## src/rtl/slot_ctrl_if.sv

```systemverilog
// Bundle between the slot game controller and its surroundings (button, reel, display).
// master = the controller side, slave = the reel/button/display side.
interface slot_ctrl_if;
    logic       start;
    logic [3:0] reel;
    logic       running;
    logic [3:0] result;
    logic       result_valid;
    logic       win;
    logic       pair;
    logic [7:0] credits;
    logic       broke;

    modport master (
        input  start, reel,
        output running, result, result_valid, win, pair, credits, broke
    );

    modport slave (
        output start, reel,
        input  running, result, result_valid, win, pair, credits, broke
    );
endinterface

```

## src/rtl/slot_ctrl.sv

```systemverilog
// Slot machine game controller: debounces a spin request into a timed reel enable,
// captures the settled reel value, scores it and keeps the credit balance.
module slot_ctrl #(
    parameter int unsigned SPIN_CYCLES  = 8,
    parameter logic [3:0]  LUCKY        = 4'd7,
    parameter logic [7:0]  PAYOUT       = 8'd5,
    parameter logic [7:0]  INIT_CREDITS = 8'd10
) (
    input  logic         clk,
    input  logic         rst,
    slot_ctrl_if.master  bus
);
    localparam int CNT_W = (SPIN_CYCLES > 1) ? $clog2(SPIN_CYCLES) : 1;
    localparam logic [CNT_W-1:0] CNT_LOAD = CNT_W'(SPIN_CYCLES - 1);

    typedef enum logic [1:0] {IDLE, SPIN, SETTLE, JUDGE} state_t;

    state_t           state_q, state_d;
    logic [2:0]       sync_q;
    logic [CNT_W-1:0] cnt_q, cnt_d;
    logic             running_q, running_d;
    logic [3:0]       result_q, result_d;
    logic             valid_q, valid_d;
    logic             win_q, win_d;
    logic             pair_q, pair_d;
    logic [7:0]       credits_q, credits_d;
    logic             prev_valid_q, prev_valid_d;
    logic             start_edge;
    logic             spin_go;

    function automatic logic [7:0] sat_add(input logic [7:0] a, input logic [7:0] b);
        logic [8:0] s;
        s = {1'b0, a} + {1'b0, b};
        return s[8] ? 8'hFF : s[7:0];
    endfunction

    // Two synchroniser stages plus one history flop for the rising-edge detector.
    always_ff @(posedge clk) begin
        if (rst) sync_q <= 3'b000;
        else     sync_q <= {sync_q[1:0], bus.start};
    end

    assign start_edge = sync_q[1] & ~sync_q[2];
    assign spin_go    = (state_q == IDLE) && start_edge && (credits_q != 8'd0);

    always_ff @(posedge clk) begin
        if (rst) state_q <= IDLE;
        else     state_q <= state_d;
    end

    always_comb begin
        state_d = state_q;
        case (state_q)
            IDLE:    if (spin_go) state_d = SPIN;
            SPIN:    if (cnt_q == '0) state_d = SETTLE;
            SETTLE:  state_d = JUDGE;
            JUDGE:   state_d = IDLE;
            default: state_d = IDLE;
        endcase
    end

    always_comb begin
        cnt_d        = cnt_q;
        running_d    = running_q;
        result_d     = result_q;
        valid_d      = 1'b0;
        win_d        = win_q;
        pair_d       = pair_q;
        credits_d    = credits_q;
        prev_valid_d = prev_valid_q;
        case (state_q)
            IDLE: begin
                if (spin_go) begin
                    running_d = 1'b1;
                    cnt_d     = CNT_LOAD;
                    credits_d = credits_q - 8'd1;
                    win_d     = 1'b0;
                    pair_d    = 1'b0;
                end
            end
            SPIN: begin
                if (cnt_q == '0) running_d = 1'b0;
                else             cnt_d     = cnt_q - 1'b1;
            end
            JUDGE: begin
                result_d     = bus.reel;
                valid_d      = 1'b1;
                prev_valid_d = 1'b1;
                // Jackpot wins over a repeat of the previous value.
                if (bus.reel == LUCKY) begin
                    win_d     = 1'b1;
                    credits_d = sat_add(credits_q, PAYOUT);
                end else if (prev_valid_q && (bus.reel == result_q)) begin
                    pair_d    = 1'b1;
                    credits_d = sat_add(credits_q, 8'd1);
                end
            end
            default: ;
        endcase
    end

    always_ff @(posedge clk) begin
        if (rst) begin
            cnt_q        <= '0;
            running_q    <= 1'b0;
            result_q     <= 4'd0;
            valid_q      <= 1'b0;
            win_q        <= 1'b0;
            pair_q       <= 1'b0;
            credits_q    <= INIT_CREDITS;
            prev_valid_q <= 1'b0;
        end else begin
            cnt_q        <= cnt_d;
            running_q    <= running_d;
            result_q     <= result_d;
            valid_q      <= valid_d;
            win_q        <= win_d;
            pair_q       <= pair_d;
            credits_q    <= credits_d;
            prev_valid_q <= prev_valid_d;
        end
    end

    assign bus.running      = running_q;
    assign bus.result       = result_q;
    assign bus.result_valid = valid_q;
    assign bus.win          = win_q;
    assign bus.pair         = pair_q;
    assign bus.credits      = credits_q;
    assign bus.broke        = (credits_q == 8'd0);
endmodule
```

## src/flat_wrapper.sv

```systemverilog
// flat-port wrapper written by rule: the top's interface ports become plain ports
module slot_ctrl_flat 
#(
    parameter int unsigned SPIN_CYCLES  = 8,
    parameter logic [3:0]  LUCKY        = 4'd7,
    parameter logic [7:0]  PAYOUT       = 8'd5,
    parameter logic [7:0]  INIT_CREDITS = 8'd10
)
  (clk, rst, bus_start, bus_reel, bus_running, bus_result, bus_result_valid, bus_win, bus_pair, bus_credits, bus_broke);
  slot_ctrl_if bus_i ();
  input  logic clk;
  input  logic rst;
  input wire logic [$bits(bus_i.start)-1:0] bus_start;
  input wire logic [$bits(bus_i.reel)-1:0] bus_reel;
  output wire logic [$bits(bus_i.running)-1:0] bus_running;
  output wire logic [$bits(bus_i.result)-1:0] bus_result;
  output wire logic [$bits(bus_i.result_valid)-1:0] bus_result_valid;
  output wire logic [$bits(bus_i.win)-1:0] bus_win;
  output wire logic [$bits(bus_i.pair)-1:0] bus_pair;
  output wire logic [$bits(bus_i.credits)-1:0] bus_credits;
  output wire logic [$bits(bus_i.broke)-1:0] bus_broke;
  assign bus_i.start = bus_start;
  assign bus_i.reel = bus_reel;
  assign bus_running = bus_i.running;
  assign bus_result = bus_i.result;
  assign bus_result_valid = bus_i.result_valid;
  assign bus_win = bus_i.win;
  assign bus_pair = bus_i.pair;
  assign bus_credits = bus_i.credits;
  assign bus_broke = bus_i.broke;
  slot_ctrl #(.SPIN_CYCLES(SPIN_CYCLES), .LUCKY(LUCKY), .PAYOUT(PAYOUT), .INIT_CREDITS(INIT_CREDITS)) u_core (.clk(clk), .rst(rst), .bus(bus_i));
endmodule
```

## config.mk

```make
export PLATFORM = sky130hd
export DESIGN_NAME = slot_ctrl_flat
export DESIGN_NICKNAME = d
export VERILOG_FILES = /design/src/rtl/slot_ctrl_if.sv /design/src/rtl/slot_ctrl.sv /design/src/flat_wrapper.sv
export SDC_FILE = /design/constraint.sdc
export NUM_CORES = 1
export LEC_CHECK = 0
export BUFFER_PORTS_ARGS = -buffer_cell sky130_fd_sc_hd__clkbuf_2
export CORE_ASPECT_RATIO = 1.2
export CORE_MARGIN = 4
export CORE_UTILIZATION = 50
export DETAILED_ROUTE_END_ITERATION = 12
export GPL_TIMING_DRIVEN = 0
export PLACE_DENSITY = 0.8
export SLEW_MARGIN = 30
export SYNTH_ARGS = -nofsm -noshare
export SYNTH_HDL_FRONTEND = slang
export SYNTH_SLANG_ARGS = --single-unit
```

## constraint.sdc

```tcl
create_clock -name clk -period 3.07 [get_ports clk]
set_input_delay 0.614 -clock clk [delete_from_list [all_inputs] [get_ports clk]]
set_output_delay 0.614 -clock clk [all_outputs]
set_load 0.02 [all_outputs]
```

Word-level counts from Yosys, hierarchy flattened

Cells that the tools add are included.

Add/subtract/negate cells: 4
Equal/unequal tests: 12
Muxes and demuxes: 22
Bitwise operators: 2
Reductions and logical operators: 15

Operator list:

| kind                | count |
|---|---|
| $mux 8              | 5 |
| $pmux 8 s2          | 1 |
| $reduce_and 3->1    | 4 |
| $add 8x1->9 const B | 1 |
| $add 8x3->9 const B | 1 |
| $logic_not 8->1     | 1 |
| $ne 2x1->1 const B  | 4 |
| $pmux 2 s4          | 1 |
| $reduce_bool 8->1   | 1 |
| $sub 8x1->8 const B | 1 |
| $mux 1              | 7 |
| $mux 3              | 2 |
| $pmux 1 s2          | 3 |
| $pmux 3 s2          | 1 |
| $eq 2x2->1 const B  | 2 |
| $eq 4x3->1 const B  | 1 |
| $eq 4x4->1          | 1 |
| $mux 2              | 2 |
| $ne 2x2->1 const B  | 2 |
| $reduce_and 4->1    | 1 |
| $reduce_bool 2->1   | 2 |
| $logic_and 1x1->1   | 3 |
| $logic_not 3->1     | 1 |
| $ne 3x1->1 const B  | 1 |
| 6 further kinds     | 6 |

Flip-flop bits (word level): 25
Bits of input ports: 7
Output and inout port bits: 17
Logic and storage cells: 65

Longest topological paths before layout

Depth after elaboration: 6
Gate-level depth with buffers: 8
Gate-level depth less buffers: 7

Worst setup path before layout

No wires, ideal clock.

Kind: register to output
Start: reg u_core.credits_q[5], in the netlist u_core.bus.credits[5]
End: out bus_broke
Arrival time: 1.834 ns
Data required time: 2.456 ns
Path slack: 0.622 ns
Cell stages (with the launch flop): 4
Path buffers: 1
Path through: dfxtp_1 buf_4 or4_1 nor4b_1

Longest elaborated chain between the ends: 1

Ends and longest elaborated chain:

| what                   | line               | source |
|---|---|---|
| from (decl)            | slot_ctrl.sv:26    | `logic [7:0] credits_q, credits_d;` |
| from (signal assigned) | slot_ctrl.sv:119   | `credits_q <= credits_d;` |
| $logic_not 8->1        | slot_ctrl.sv:130   | `assign bus.broke = (credits_q == 8'd0);` |
| to (decl)              | flat_wrapper.sv:21 | `output wire logic [$bits(bus_i.broke)-1:0] bus_broke;` |

Every way passes these cells.

Worst setup path in the final report

Start: reg u_core.credits_q[6], in the netlist u_core.bus.credits[6]
End: out bus_broke

The elaborated chain is that of the path after synthesis.

==> impl_metrics.py <==
metrics = {
    "route": {
        "detail_route.first_pass.iterations": 4,
        "routed_via_density": 6.06,
        "ant_nets": 0,
        "wl_per_cell_um": 14.9,
        "routed_wl_um": 4050,
        "detail_route.drc_violations": 0,
        "initialDrtViolationCount": 60,
        "routed-via-count": 1648,
    },
    "critical_path": {
        "criticalPathCategory": "reg2out",
        "startpoint": "u_core.bus.credits[6]",
        "ff_to_ff_end": "u_core.bus.credits[5]",
        "critPathTopFamily": "simple AND/OR/NAND/NOR gates",
        "r2r.worst_path.cells": 7,
        "crit_path_top_delay_cell": "or4_1",
        "critical_path.endpoint_type": "primary output",
        "crit_chain": "buf_2, or4_1, nor4b_1, clkbuf_2",
        "worst_ep_arrival_ps": 1860,
        "critical_path_depth": 4,
        "timing.critical_path.required_ps": 2460,
        "worst-path-buf-inv": 2,
        "path_max_fanout": 10,
        "worstReg2RegStart": "u_core.bus.credits[0]",
        "crit_end": "bus_broke",
        "cp_slowest_stage_delay_ps": 480,
        "crit_path_start_kind": "flop",
        "r2r_slack_ps": 810,
    },
    "yosys": {
        "share_of_synthesized_area_spent_on_multiplexers_pct": 2.30,
        "postSynth.topFlopCell": "dfxtp_1",
        "synth_fp_nets": 225,
        "synthesis.yosys.warnings": 0,
        "synth_enable_flop_cells": 0,
        "synth-simple-area-share_pct": 25.8,
        "synth_seq_area_share_pct": 28.8,
        "synth_top_family_by_area": "compound AO/OA/AOI/OAI gates",
        "count_of_unique_library_cells_instantiated_by_yosys": 56,
        "synth.avg_cell_area_um2": 8.36,
        "async_flop_share_pct": 0,
        "synth_cells": 208,
        "ys_seq_elements": 25,
        "post_synth_xor_area_fraction_pct": 3.02,
        "arithmetic_cell_share_of_the_synthesized_area_counting_full_adders_half_adders_and_majority_gates_pct": 7.85,
        "synth_area_mm2": 0.00174,
        "share_of_the_synthesized_area_in_compound_gates_ao_oa_aoi_oai_pct": 26.4,
    },
    "power_and_ir_drop": {
        "vdd_drop_max_v": 0.000452,
        "power_per_cell_area_mw_per_mm2": 702,
        "leakage_nw": 0.817,
        "fin_total_pwr_mw": 1.37,
    },
    "global_route": {
        "grt.met1_usage_pct": 27.3,
        "grt_start_max_net_pins": 15,
        "overflow": 0,
        "first_pass_grt_wire_length_um": 7000,
        "use_met2_pct": 32.1,
        "first_global_vias": 1582,
        "top_usage_layer": "met2",
        "grt_use_total_pct": 20.3,
        "grt_antenna_before_repair": 0,
        "groute.layer.met3.usage_pct": 3.72,
    },
    "cts": {
        "cts_htree_levels": 1,
        "insertion_delay_ps": 280,
        "post_cts_resized": 0,
        "post_cts.repair.setup_buffers": 0,
        "worst_setup_hold_path_clk_slew_ps": 90,
        "ctsLongestPathBuffers": 2,
        "cts_hold_repair.buffers": 0,
        "cts-root-buf": "clkbuf_8",
        "tritoncts.num_buffers": 3,
        "cts_num_sinks": 25,
        "cts_tree": "done",
    },
    "floorplanning": {
        "design.core.area_mm2": 0.00334,
        "fp.dieArea_mm2": 0.00449,
        "top_level_ports": 24,
        "floorplan.rows": 23,
        "die_height_um": 72.6,
        "die_x_um": 61.8,
        "initial_standard_cell_utilization_of_the_core_pct": 52.1,
    },
    "timing": {
        "timing_worst_slew_pin_value_ps": 589,
        "fmax_ghz": 0.404,
        "final.period_utilization_pct": 80.7,
        "rsz0062_at_grt": "false",
        "setup_viol": 0,
        "worst_clock_skew_ps": 2.83,
        "max_slew_margin_pct": 60.8,
        "final_period_minus_worst_setup_slack_ps": 2480,
        "final-max-slew-violation-count": 0,
        "finalSetupTns_ps": 0,
        "finalWorstSetupSlack_ps": 593,
        "hold_viol_final": 0,
    },
    "layout": {
        "layout_common_cells": "dfxtp_1 (25), clkbuf_2 (23), nor2_1 (18), a21oi_1 (18), nand2_1 (14)",
        "layout.filler_cells": 310,
        "drive_gt1_share_pct": 18.3,
        "finish.net_count": 253,
        "count_of_non_filler_cells_in_the_finished_layout": 272,
        "flow.area_growth_from_synthesis_pct": 12.0,
        "commonest_non_fill_non_tap_cell_in_the_layout": "dfxtp_1",
        "antenna-diode-count": 0,
        "non_filler_cell_area_final_mm2": 0.00195,
    },
    "outcome": {
        "run_status": "completed",
    },
    "placement": {
        "placement.io_buffers": 23,
        "detailedPlacementHpwl_um": 2950,
        "placed_cell_area_mm2": 0.00190,
        "pre_cts_ws_ps": 835,
        "gp_routability_congestion": 0.935,
        "numPlacedInstances": 268,
    },
    "run": {
        "max_cap_violations": 0,
    },
    "min_path": {
        "holdCritPathClass": "reg2reg",
    },
}
worst register-to-register path, delay by kind of cell, from the launching register on:
kind | cells | cell delay (ps)
AND/OR/NAND/NOR | 3 | 820
flip-flops | 1 | 470
AO/OA/AOI/OAI | 2 | 580
adder cells (fa/ha/maj) | 1 | 230
buffers and inverters | 1 | 100
kinds of logic after synthesis:
kind of cell / after synthesis
AOI/OAI and AO/OA: 63
muxes: 4
xor gates and xnor gates: 6
DFF: 25
adders and majority gates: 11
buffers and inverters: 24
and+or+nand+nor: 75
final cells by class:
| type | count | area [um2] | share of cell area [%] |
|---|---|---|---|
| multi-input cells | 159 | 1140 | 58.4 |
| flip-flops and latches | 25 | 500 | 25.7 |
| repair buffers | 23 | 115 | 5.92 |
| plain buffers | 14 | 63.8 | 3.28 |
| well taps | 37 | 46.3 | 2.38 |
| clock buffers | 3 | 41.3 | 2.12 |
| inverters | 10 | 37.5 | 1.93 |
| clock inverters | 1 | 5.00 | 0.257 |
flip-flops by register name, summed over array words and instances (netlist names):
| name | flops |
|---|---|
| u_core.sync_q | 3 |
| u_core.state_q | 2 |
| u_core.prev_valid_q | 1 |
| u_core.cnt_q | 3 |
| u_core.bus.credits | 8 |
| u_core.bus.pair | 1 |
| u_core.bus.win | 1 |
| u_core.bus.result_valid | 1 |
| u_core.bus.running | 1 |
| u_core.bus.result | 4 |
per-stage QoR:
stage	hold slack, ps	util, %
floorplan	414	-
global placement	419	56.9
detailed placement	430	56.9
CTS	453	58.3
global route	468	58.3
finish	448	58.3
power breakdown:
part / leakage [nW] / internal (mW) / switching (mW)
Sequential: 0.204 / 0.382 / 0.0579
Combinational: 0.588 / 0.289 / 0.431
Clock: 0.0255 / 0.0912 / 0.115
cell usage after synthesis, types with 2 or more instances:
cell | instances | area (um2)
a31oi_1 | 4 | 25.0
a21o_1 | 4 | 30.0
nand2_1 | 14 | 52.6
nor2b_1 | 3 | 18.8
nand4_1 | 5 | 31.3
or3_1 | 2 | 12.5
nor2_1 | 18 | 67.6
mux2i_1 | 4 | 40.0
xor2_1 | 3 | 26.3
xnor2_1 | 3 | 26.3
nand2b_1 | 5 | 31.3
o41ai_1 | 2 | 17.5
and2_1 | 3 | 18.8
a311oi_1 | 2 | 17.5
inv_1 | 10 | 37.5
o21bai_1 | 2 | 15.0
a211oi_1 | 6 | 45.0
nor3_1 | 4 | 20.0
ha_1 | 10 | 125
buf_2 | 6 | 30.0
a21boi_0 | 2 | 15.0
o31a_1 | 2 | 17.5
nand3_1 | 4 | 20.0
dfxtp_1 | 25 | 500
a21oi_1 | 18 | 90.1
clkbuf_1 | 6 | 22.5
o211ai_1 | 3 | 22.5
and3_1 | 3 | 18.8
nor4_1 | 2 | 12.5
o21ai_0 | 7 | 35.0
worst min path at each step:
stage	start	end	depth (start not counted)
6_report	u_core.sync_q[0]	u_core.sync_q[1]	1
5_1_grt	u_core.sync_q[0]	u_core.sync_q[1]	1
4_1_cts	u_core.sync_q[0]	u_core.sync_q[1]	1
3_5_place_dp	u_core.sync_q[0]	u_core.sync_q[1]	1
3_3_place_gp	u_core.sync_q[0]	u_core.sync_q[1]	1
2_1_floorplan	u_core.sync_q[0]	u_core.sync_q[1]	1
per-layer routing:
metal | vias to the layer above | share of wire [%]
met5 | - | 0
met4 | 0 | 2.2
met3 | 9 | 5.4
met2 | 45 | 47
met1 | 780 | 46
li1 | 814 | -
No activity file was read; power rests on OpenSTA's default activity.
